--- src/rtl/pulse_stretcher_pkg.sv ---
// Shared 500 Hz timing constants and state encoding for the pulse stretcher.
package pulse_stretcher_pkg;

    localparam int CLK_IN_HZ = 500;

    typedef enum logic [1:0] {
        ST_IDLE = 2'd0,
        ST_HIGH = 2'd1,
        ST_GAP  = 2'd2
    } state_t;

    function automatic int max_int(input int a, input int b);
        return (a > b) ? a : b;
    endfunction

endpackage

--- src/rtl/pulse_stretcher_sat_counter.sv ---
// Up/down saturating request counter with synchronous clear and sticky overflow.
// Simultaneous inc and dec cancel; inc at MAX sets ovf instead of counting.
module pulse_stretcher_sat_counter #(
    parameter int MAX = 7,
    parameter int W   = 3
) (
    input  logic         clk_in,
    input  logic         reset,
    input  logic         clr,
    input  logic         inc,
    input  logic         dec,
    output logic [W-1:0] cnt,
    output logic         ovf
);

    always_ff @(posedge clk_in or negedge reset) begin
        if (!reset) begin
            cnt <= '0;
            ovf <= 1'b0;
        end else if (clr) begin
            cnt <= '0;
            ovf <= 1'b0;
        end else if (inc && !dec) begin
            if (cnt == W'(MAX))
                ovf <= 1'b1;
            else
                cnt <= cnt + W'(1);
        end else if (dec && !inc && (cnt != '0)) begin
            cnt <= cnt - W'(1);
        end
    end

endmodule

--- src/rtl/pulse_stretcher.sv ---
// Stretches one-cycle strobes into HIGH_TICKS-wide pulses separated by GAP_TICKS low,
// queueing strobes that arrive while busy (saturating at MAX_PEND).
module pulse_stretcher #(
    parameter int HIGH_TICKS = 5,
    parameter int GAP_TICKS  = 5,
    parameter int MAX_PEND   = 7,
    parameter int PEND_W     = 3
) (
    input  logic              clk_in,
    input  logic              reset,
    input  logic              D_in,
    input  logic              clear,
    output logic              D_out,
    output logic              busy,
    output logic [PEND_W-1:0] pend_cnt,
    output logic              overflow
);

    import pulse_stretcher_pkg::*;

    localparam int T_MAX  = max_int(HIGH_TICKS, GAP_TICKS);
    localparam int TCNT_W = (T_MAX > 1) ? $clog2(T_MAX) : 1;
    localparam logic [TCNT_W-1:0] HIGH_LD = TCNT_W'(HIGH_TICKS - 1);
    localparam logic [TCNT_W-1:0] GAP_LD  = TCNT_W'((GAP_TICKS > 0) ? GAP_TICKS - 1 : 0);

    state_t              state, state_nxt;
    logic [TCNT_W-1:0]   tcnt, tcnt_nxt;
    logic                d_out_nxt;
    logic                start, expire;
    logic                pend_avail, req, inc, dec;

    // A clear on this edge hides the queue, so only D_in can trigger a start.
    assign pend_avail = (pend_cnt != '0) && !clear;
    assign req        = D_in || pend_avail;
    assign dec        = start && pend_avail;
    assign inc        = D_in && !(start && !pend_avail);

    always_ff @(posedge clk_in or negedge reset) begin
        if (!reset) begin
            state <= ST_IDLE;
            tcnt  <= '0;
            D_out <= 1'b0;
            busy  <= 1'b0;
        end else begin
            state <= state_nxt;
            tcnt  <= tcnt_nxt;
            D_out <= d_out_nxt;
            busy  <= (state_nxt != ST_IDLE);
        end
    end

    always_comb begin
        state_nxt = state;
        tcnt_nxt  = tcnt;
        d_out_nxt = D_out;
        start     = 1'b0;
        expire    = 1'b0;
        case (state)
            ST_IDLE: start = req;
            ST_HIGH: begin
                if (tcnt == '0) begin
                    if (GAP_TICKS > 0) begin
                        state_nxt = ST_GAP;
                        tcnt_nxt  = GAP_LD;
                        d_out_nxt = 1'b0;
                    end else begin
                        expire = 1'b1;
                    end
                end else begin
                    tcnt_nxt = tcnt - TCNT_W'(1);
                end
            end
            ST_GAP: begin
                if (tcnt == '0)
                    expire = 1'b1;
                else
                    tcnt_nxt = tcnt - TCNT_W'(1);
            end
            default: begin
                state_nxt = ST_IDLE;
                d_out_nxt = 1'b0;
            end
        endcase
        // With a zero gap, HIGH expiry doubles as GAP expiry so D_out can stay high.
        if (expire) begin
            if (req) begin
                start = 1'b1;
            end else begin
                state_nxt = ST_IDLE;
                d_out_nxt = 1'b0;
            end
        end
        if (start) begin
            state_nxt = ST_HIGH;
            tcnt_nxt  = HIGH_LD;
            d_out_nxt = 1'b1;
        end
    end

    pulse_stretcher_sat_counter #(
        .MAX (MAX_PEND),
        .W   (PEND_W)
    ) u_pend (
        .clk_in (clk_in),
        .reset  (reset),
        .clr    (clear),
        .inc    (inc),
        .dec    (dec),
        .cnt    (pend_cnt),
        .ovf    (overflow)
    );

endmodule
--- config.mk ---
export PLATFORM = sky130hd
export DESIGN_NAME = pulse_stretcher
export DESIGN_NICKNAME = d
export VERILOG_FILES = /design/src/rtl/pulse_stretcher_pkg.sv /design/src/rtl/pulse_stretcher_sat_counter.sv /design/src/rtl/pulse_stretcher.sv
export SDC_FILE = /design/constraint.sdc
export NUM_CORES = 1
export LEC_CHECK = 0
export CELL_PAD_IN_SITES_DETAIL_PLACEMENT = 0
export CELL_PAD_IN_SITES_GLOBAL_PLACEMENT = 1
export CORE_UTILIZATION = 39
export CTS_CLUSTER_DIAMETER = 100
export DETAILED_ROUTE_END_ITERATION = 16
export PLACE_DENSITY = 0.74
export RECOVER_POWER = 25
export SETUP_SLACK_MARGIN = 0.5
export SYNTH_ARGS = -nofsm -noshare
export SYNTH_HDL_FRONTEND = slang
export SYNTH_SLANG_ARGS = --single-unit
--- constraint.sdc ---
create_clock -name clk_in -period 2.5 [get_ports clk_in]
set_input_delay 0.25 -clock clk_in [delete_from_list [all_inputs] [get_ports clk_in]]
set_output_delay 0.25 -clock clk_in [all_outputs]
set_load 0.05 [all_outputs]
; Yosys cells after proc, flatten, opt, wreduce, memory -nomap -nowiden
; Index checks and enable logic that the tools add are counted.
[word_totals]
regBits = 11
inputBits = 4
[op_classes]
add_sub_neg = 3
n_eq_ne = 5
n_mux = 26
reduce_logical = 25
[ops]
columns = operator, n
row1 = 3-bit 2-to-1 mux, 7
row2 = 1-bit 2-to-1 mux, 12
row3 = 3-bit nonzero test, 3
row4 = 2-bit 2-to-1 mux, 4
row5 = 1-bit logical AND, 7
row6 = 3-bit != test (second input constant), 2
row7 = 3-bit one-hot mux with 2 select lines, 1
row8 = 2-bit AND reduction, 3
row9 = 2-bit nonzero test, 3
row10 = 3-bit by 1-bit subtractor with 3-bit output (second input constant), 2
row11 = 1-bit logical NOT, 5
row12 = 2-bit one-hot mux with 2 select lines, 1
row13 = 3-bit by 1-bit adder with 3-bit output (second input constant), 1
row14 = 3-bit equality test (second input constant), 1
row15 = 3-bit logical NOT, 1
row16 = 2-bit by 1-bit equality test with 1-bit output (second input constant), 1
row17 = 2-bit equality test (second input constant), 1
row18 = 2-bit logical NOT, 1
row19 = 1-bit one-hot mux with 2 select lines, 1
row20 = 2-bit OR reduction, 1
row21 = 1-bit logical OR, 1

; Depth between registers and ports, before layout
; Gate-level depths: netlist (run 1).
[depth]
word_depth = 15
ltp_mapped = 9
ltp_nobuf = 9

; Cells and area by module
; A second synthesis (run 1) with hierarchy kept.
[unflattened]
hier_cells = 87
area_unflattened_um2 = 808.3
[by_module_without_submodules]
columns = module, instances, cells_per_inst, area_each_um2, seq_area_each_um2
row1 = pulse_stretcher, 1, 51, 476.7, 175.2
row2 = pulse_stretcher_sat_counter, 1, 36, 331.6, 100.1

; Worst setup path before layout (run 1)
; OpenSTA, ideal clock, no wires.
[synth_path]
path_kind = flip-flop to flip-flop
start = register tcnt[0]
end = register u_pend.cnt[2]
arrival_time_ps = 2040
required_ps = 2375
setup_slack_ps = 335
path_stages_with_launch = 9
n_path_buf = 0
period_less_slack_ps = 2165
path_cell_list = dfrtp_1 > inv_1 > ha_1 > and2b_4 > o21ai_2 > and2_1 > fa_1 > a32oi_1 > mux2_2
[synth_via]
elab_chain_len = 12
[synth_rtl]
columns = item, line
row1 = "start, declared", pulse_stretcher.sv:27  ; logic [TCNT_W-1:0] tcnt, tcnt_nxt;
row2 = "start signal, assigned", pulse_stretcher.sv:46  ; tcnt <= tcnt_nxt;
row3 = 3-bit logical NOT *, "pulse_stretcher.sv:61, pulse_stretcher.sv:74"
row4 = 1-bit 2-to-1 mux *, pulse_stretcher.sv:74  ; if (tcnt == '0)
row5 = 1-bit 2-to-1 mux *, --
row6 = 1-bit 2-to-1 mux *, pulse_stretcher.sv:85  ; if (expire) begin
row7 = 1-bit logical AND, pulse_stretcher.sv:36  ; assign inc = D_in && !(start && !pend_avail);
row8 = 1-bit logical NOT, pulse_stretcher.sv:36
row9 = 1-bit logical AND, pulse_stretcher.sv:36
row10 = 1-bit logical NOT, pulse_stretcher_sat_counter.sv:28  ; end else if (dec && !inc && (cnt != '0)) begin
row11 = 1-bit logical AND (2 in a row), pulse_stretcher_sat_counter.sv:28
row12 = 3-bit nonzero test (no line), --
row13 = 2-bit AND reduction (no line), --
row14 = "end signal, assigned", pulse_stretcher_sat_counter.sv:27  ; cnt <= cnt + W'(1);
row15 = "end signal, assigned", pulse_stretcher_sat_counter.sv:29  ; cnt <= cnt - W'(1);
row16 = "end, declared", pulse_stretcher_sat_counter.sv:12  ; output logic [W-1:0] cnt,
; Mark *: on every way between the ends. The rest lies on a longest branch, timed or not.
; A chain may end at the register's enable or synchronous reset.

; Final worst setup path (run 1)
; Same ends and word-level chain as after synthesis.

==> results.md, run 1 <==
Outcome:
- The run finished with clean final reports.

Setup path:
- The worst setup path is captured at a flop.
- Data on the critical path arrives at its endpoint at approximately 2.2 ns.
- The required time of the critical path is about 2.7 ns.
- The largest fanout on the critical path is 2.
- The category of the most critical setup path is flop to flop.
- The type of origin of the critical path is a flop.

Placed design:
- The count of input and output buffers is 9.
- OpenSTA, run right after detailed placement, puts the worst setup slack at roughly 0.39 ns.
- The HPWL after detailed placement is roughly 1100 um.
- The final weighted congestion in routability-driven placement is a little over 0.7.

STA:
- The number of hold violations in the final report is 0.
- After layout, the worst path uses 82.53% of the clock period.
- The post-layout worst setup margin is approximately 0.44 ns.
- The largest clock skew in the final design is roughly 0.0027 ns.
- Summed over all failing endpoints, the final setup total negative slack is 0 ns.
- The total setup violations reported at the end of the flow is 0.
- Subtracting the final worst setup slack from the clock period gives ~2.1 ns.
- For the pin with the worst max-slew slack, the measured transition is approximately 0.56 ns.
- The worst slew margin relative to its limit is between 60% and 70%.
- Setup repair after global routing could not meet its margin everywhere.
- The total count of max-transition violations in the final report is 0.
- The upper clock frequency limit is between 400 and 500 MHz.

Routing:
- The routed design has between 1500 and 2000 um of wire.
- In this run the remaining antenna-violating nets after routing total 0.
- The routed layout has between 600 and 700 vias.
- Using the TritonRoute via totals, the vias-per-cell ratio works out to 5.500.
- The average wire per standard cell is 14.70 um.
- Before antenna repair, the detailed router went through 5 iterations.
- For this block, the initial DRC count from the detailed router was 9.
- After detailed routing, the number of remaining DRC violations is 0.

Yosys:
- The Yosys step of the flow raised 0 warnings.
- The most frequently used flop master after synthesis is dfrtp_1.
- Of the synthesized area, sequential elements account for 38.06%.
- The average footprint of a synthesized cell is 9.392 sq um.
- The number of nets handed over by synthesis was 84.
- The number of enable flip-flop cells after synthesis is 0.
- Counting flops with an async set or reset pin after synthesis yields a share of 100.0%.
- The distinct cell type count after synthesis is 31.
- The gate count after technology mapping is 77.
- After synthesis the cells add up to about 720 sq um.
- After synthesis the netlist holds a flip-flop and latch count of 11.

GRT:
- Global routing used 20.29% of the available tracks.
- The first-pass GRT wire length is roughly 2900 um.
- The initial antenna violation count is 0.
- Entering global routing, the biggest net connects 13 pins.
- The sum of overflow across all layers after global routing is 0.
- The number of global-route vias before repair is between 600 and 700.

Clocking:
- The deepest clock path buffer count is 2.
- The number of hold buffers added after cts is 0.
- CTS built an H-tree with a depth of 1.
- The CTS tree is yes.
- The clock buffer count from CTS is 3.
- The clock latency reported for the late side of the worst-skew pair is approximately 0.27 ns.
- The root buffer selected by CTS is clkbuf_4.
- The number of clock sinks seen by CTS is 11.
- Clock-pin slew was measured on the worst setup and hold paths at roughly 0.07 ns.

Pwr:
- For this design the ratio of total power to cell area is 1245 mW/mm^2.
- The leakage power summed over all cells is slightly above 0.4 nW.
- VDD sags by at most between 0.5 and 0.6 mV.

Floorplanning:
- The effective utilization at floorplan is 41.88%.
- Row generation in the floorplan step produced 15 rows.
- The I/O pin count is 10.
- The die covers between 0.002 and 0.0025 sq mm.
- In this run the standard cell core region covers roughly 0.0017 sq mm.
- The die width is around 45 um.
- The vertical extent of the die is around 45 um.

Flow run:
- Across the run, the number of max-cap violations was 0.

Finish:
- The final net count is 105.
- The repair_antennas step left the layout with diodes totalling 0.
- Measured on the finished design, the core utilization comes to 56.38%.
- Compared with the post-synthesis result, the final layout area differs by 34.60%.
- The fraction of final layout cells with drive strength greater than 1 is 30.93%.
- The fill cell total of the finished layout is 159.

Hold path:
- The kind of path behind the tightest hold check is primary input to asynchronous set/reset pin.
[metrics by stage]
step           power [mW]  area, sq um  cells  hold slack [ns]
2_1_floorplan      0.8198        738.2     77         -0.04559
3_3_place_gp       0.9797        870.8    111           0.5010
3_5_place_dp       0.9909        870.8    111           0.5054
4_1_cts             1.163        934.6    119           0.3372
5_1_grt             1.307        973.4    122           0.4183
6_report            1.212        973.4    122           0.3995
[cell families after synthesis]
group | after synthesis | share of synthesized area [%]
multiplexers | 3 | 4.671
AND/OR/NAND/NOR | 24 | 18.51
buffers and inverters | 10 | 5.191
adder cells (fa/ha/maj) | 4 | 7.612
flip-flops | 11 | 38.06
AO/OA/AOI/OAI | 25 | 25.95
[report_power, final]
group,internal (mW),leakage [nW],switching [mW]
clock,0.0619,0.0150,0.0622
sequential,0.246,0.132,0.0647
combinational,0.343,0.256,0.434
total,0.651,0.403,0.561
[area by class of cell]
class / instances / area, sq um / share of cell area, %
inverters: 7 / 26.28 / 2.699
repair buffers: 19 / 165.2 / 16.97
well taps: 25 / 31.28 / 3.213
flip-flops and latches: 11 / 275.3 / 28.28
clock buffers: 4 / 26.28 / 2.699
multi-input cells: 56 / 449.2 / 46.14
[metal layers]
layer | track usage, % | up-vias | share of wire (%)
met3 | 4.800 | 6 | 3.3
met1 | 28.24 | 329 | 47
li1 | - | 322 | -
met2 | 28.70 | 14 | 48
met5 | 0 | - | 0
met4 | 11.52 | 0 | 2.2
[worst paths after layout]
check,from,slack (ns),end,depth (start not counted)
worst max-delay path,tcnt[0],0.44,u_pend.cnt[2],9
worst min-delay path,reset,0.40,state[0],1
worst max register to register,tcnt[0],0.44,u_pend.cnt[2],9
worst min register to register,D_out,0.54,D_out,2
max in group asynchronous,reset,1.73,busy,1
min in group clk_in,D_out,0.54,D_out,2
[sequential cells by signal, indices dropped and copies added, names as in the netlist]
name / flops
tcnt: 3
u_pend.cnt: 3
u_pend.ovf: 1
D_out: 1
busy: 1
state: 2
[critical path: stages, from the launching register on]
cell	delay [ns]
dfrtp_1	0.40
inv_2	0.09
ha_4	0.13
and2b_4	0.17
o21ai_4	0.06
and2_4	0.15
fa_2	0.38
nor2_2	0.12
a32oi_2	0.14
mux2_4	0.31
[synth_stat cells (2+ instances only)]
library cell | count | area, sq um
nor2_1 | 9 | 33.78
a21oi_1 | 5 | 25.02
ha_1 | 2 | 25.02
nor3_1 | 3 | 15.01
nand3_1 | 3 | 15.01
o21ai_0 | 6 | 30.03
mux2_2 | 3 | 33.78
and3_1 | 2 | 12.51
clkbuf_1 | 3 | 11.26
a31oi_1 | 4 | 25.02
dfrtp_1 | 11 | 275.3
inv_1 | 7 | 26.28
[what timing repair did]
action | CTS | global route
endpoints found under the setup margin | 2 | 2
resized for setup | 1 | 4
setup buffers | 4 | 3
gates cloned | 0 | 0
pin swaps | 2 | 5
[layout by cell type (no fill, tap or decap), types with 2 or more instances in the layout]
cell type,instances
nand3_1,3
buf_4,10
clkdlybuf4s50_1,8
nor2_1,8
clkbuf_4,3
a21oi_1,5
a31oi_1,4
and3_1,2
nor3_1,3
mux2_2,2
inv_1,5
inv_2,2
o21ai_0,6
dfrtp_1,11
No activity file was read; power rests on OpenSTA's default activity.
==> run 2, diff against run 1 <==
Settings changed: CORE_UTILIZATION 39 to 36, PLACE_DENSITY 0.74 to 0.72.
Clock period 2.5 ns to 1.7 ns, I/O delays scaled along.
==> run 2 against run 1 <==
  * The run now ends with setup timing left
  * Worst setup slack got worse by 0.67 ns
  * Clock-buffer cell count decreased by 1
  * Routed wire length increased by 8.7%
  * Non-clock buffer count increased by 13
  * Sequential cell count unchanged
  * Critical path depth decreased by 1
  * First-iteration DRC count decreased by 22%
  * Via count increased by 3.4%
==> results.md, run 2 (same netlist as run 1, synthesis figures left out) <==
Outcome:
- The run finished, with violations left.
- The final reports fail on setup timing.

Setup path:
- The largest fanout on the critical path is 2 (unchanged).
- The setup slack of the worst register-to-register path came to -0.24 ns (-0.67 ns).
- The required time of the critical path is 1.88 ns (-0.78 ns).
- The worst setup path is of the flop to flop kind.
- The data arrival time of the critical path is 2.12 ns (-0.10 ns).
- The endpoint identified for the worst register-to-register timing path is u_pend.cnt[2].
- The worst register-to-register path begins at tcnt[1].
- The type of origin of the critical path is a flop.
- The element type at the critical path end is a flop.
- The worst setup path startpoint is tcnt[1].
- The cell count of the worst reg-to-reg path came to 8 (-1).
- Following the worst setup path forward leads to its endpoint at u_pend.cnt[2].

STA:
- The post-route clock period utilization was 114.0% (+31 points).
- The total setup violations reported at the end of the flow was 3 (+3).
- The total count of max-transition violations in the final report is 0 (unchanged).
- The largest clock skew in the final design is 0.006717 ns (+0.004034 ns).
- Setup repair after global routing could not meet its margin everywhere.
- The number of hold violations in the final report is 0 (unchanged).
- The post-route minimum period is 1.938 ns (-0.1254 ns).
- The worst slew margin relative to its limit is 63.47% (+0.76 points).
- The post-layout worst setup margin is -0.2378 ns (-0.6746 ns).
- The upper clock frequency limit is 516.1 MHz (+6.5%).
- The transition at the pin with the smallest max-transition slack is 0.5461 ns (-0.01133 ns).

Routing:
- The overall routed net length is 1950 um (+8.7%).
- The detailed-router iteration count before antenna repair is 4 (-1).
- The via total after detailed routing came to 694 (+3.4%).
- The number of nets with antenna violations after detailed routing is 0 (unchanged).
- The via-per-instance ratio was 5.141 (-6.5%).
- The average wire per standard cell was 14.44 um (-1.8%).
- The post-route DRC violation count is 0 (unchanged).
- The count of routing violations after the opening detailed-route iteration was 7 (-2).

GRT:
- The number of global-route vias before repair is 672 (+4.5%).
- The met1 track utilization from global routing came to 26.30% (-1.9 points).
- The initial antenna violation count is 0 (unchanged).
- The overall track demand over capacity in global routing is 21.40% (+1.1 points).
- The met2 track utilization from global routing was 35.28% (+6.6 points).
- The met3 layer usage reported by global route came to 8.462% (+3.7 points).
- The global-route layer with the greatest usage is met2.
- The sum of overflow across all layers after global routing came to 0 (unchanged).
- The first-pass GRT wire length is 3125 um (+8.4%).
- The maximum number of pins on one net before global-route repair is 13 (unchanged).

Flow run:
- The number of max-cap violations was 0 (unchanged).

Finish:
- The most common library cell in the layout ignoring fill and taps is buf_4.
- The total inserted antenna cells came to 0 (unchanged).
- The fraction of final layout cells with drive strength greater than 1 was 53.64% (+23 points).
- In the layout the commonest cells are buf_4 (22), dfrtp_1 (10), nor2_1 (8).
- The area added between synthesis and finish is 54.67%.
- The final net count is 118 (+12%).
- The largest registers in the layout are tcnt: 3 flops, u_pend.cnt: 3 flops, state: 2 flops.

Floorplanning:
- The die outline area is 0.002192 sq mm (+8.0%).
- The cell row count was 15 (unchanged).
- The vertical extent of the die is 46.82 um (+3.9%).
- The die width is 46.82 um (+3.9%).
- The I/O pin count came to 10 (unchanged).
- The standard cell core area is 0.001802 sq mm (+4.3%).
- The effective utilization at floorplan is 40.14% (-1.7 points).

Clocking:
- The clock transition at the registers of the reported paths is 0.08 ns (about the same).
- The total number of H-tree levels is 1 (unchanged).
- The deepest clock path buffer count came to 2 (unchanged).
- The clock latency reported for the late side of the worst-skew pair came to 0.29 ns (+0.02 ns).
- The number of clock sinks seen by CTS is 11 (unchanged).
- The number of hold buffers added after cts was 0 (unchanged).
- In this run the clock root is driven by a clkbuf_4.
- The clock buffer count from CTS came to 3 (unchanged).
- The CTS tree is yes.

Hold path:
- The kind of path behind the tightest hold check is primary input to asynchronous set/reset pin.

Placed design:
- The count of input and output buffers is 9 (unchanged).
- The HPWL after detailed placement is 1306 um (+14%).
- The pre-CTS setup slack is -0.2067 ns (-0.5947 ns).
- The final weighted congestion in routability-driven placement is 0.7581 (+5.9%).

Pwr:
- The leakage power summed over all cells was 0.4909 nW (+22%).
- The maximum vdd ir drop is 0.9425 mV (+70%).
- The power density relative to cell area is 1823 mW/mm^2 (+46%).
- The overall power of the completed layout is 2.040 mW (+68%).
## run 2: cell count changes in the layout (fill, tap and decap cells not counted), moves of 2 or more
cell / previous run / this run
a31oi_1: 4 / 2
a21oi_2: 1 / 3
o21ai_2: 0 / 2
o21ai_0: 6 / 4
clkdlybuf4s50_1: 8 / 2
buf_2: 0 / 2
a21oi_1: 5 / 3
buf_6: 0 / 4
buf_4: 10 / 22
## run 2: power by group
part | internal [mW] | leakage (nW) | switching (mW)
registers | 0.363 | 0.131 | 0.0904
logic | 0.673 | 0.342 | 0.719
clock network | 0.0876 | 0.0177 | 0.107
## run 2: layout make-up
cell class,instances,area [sq um]
fill,160,683.2
clock buffer,3,22.52
timing repair buffer,32,261.5
sequential,11,276.5
inverter,7,26.28
clock inverter,1,5.005
tap,25,31.28
multi-input combinational,56,495.5
## run 2: what timing repair did
item,CTS,global route
setup endpoints to repair,14,14
gates resized for setup,21,11
pin swaps,5,3
buffers inserted,5,2
hold endpoints to repair,0,0
## run 2: how the worst min path moves through the flow
stage,start,to,slack (ns),depth (start not counted)
3_3_place_gp,u_pend.ovf,u_pend.ovf,0.48,2
4_1_cts,reset,u_pend.cnt[2],0.24,1
6_report,reset,u_pend.cnt[2],0.30,1
2_1_floorplan,reset,D_out,-0.13,0
3_5_place_dp,u_pend.ovf,u_pend.ovf,0.50,2
5_1_grt,reset,u_pend.cnt[2],0.32,1
## run 2: critical path, stage by stage, from the launching register on
cell	delay [ns]
dfrtp_1	0.40
inv_2	0.08
ha_4	0.13
and2b_4	0.16
o21ai_4	0.05
and2_4	0.14
fa_2	0.35
a32oi_1	0.17
mux2_2	0.35
## run 2: metal layers
| layer | up-vias | routed length (um) | part of all wire, % |
|---|---|---|---|
| met5 | - | 0 | 0 |
| met4 | 0 | 13 | 0.67 |
| met3 | 3 | 81 | 4.2 |
| met2 | 11 | 943 | 48 |
| met1 | 335 | 911 | 47 |
| li1 | 345 | - | - |
## run 2: stage by stage
stage          utilization [%]  cells  setup TNS [ns]  hold slack [ns]  area [sq um]
3_3_place_gp             54.24    124         -0.3025           0.4815         977.2
6_report                 62.08    135         -0.5149           0.2994          1119
4_1_cts                  60.62    133         -0.4096           0.2353          1092
2_1_floorplan                -     77         -0.5361          -0.1256         754.5
5_1_grt                  62.08    135         -0.7235           0.3248          1119
3_5_place_dp             54.24    124         -0.3694           0.5003         977.2
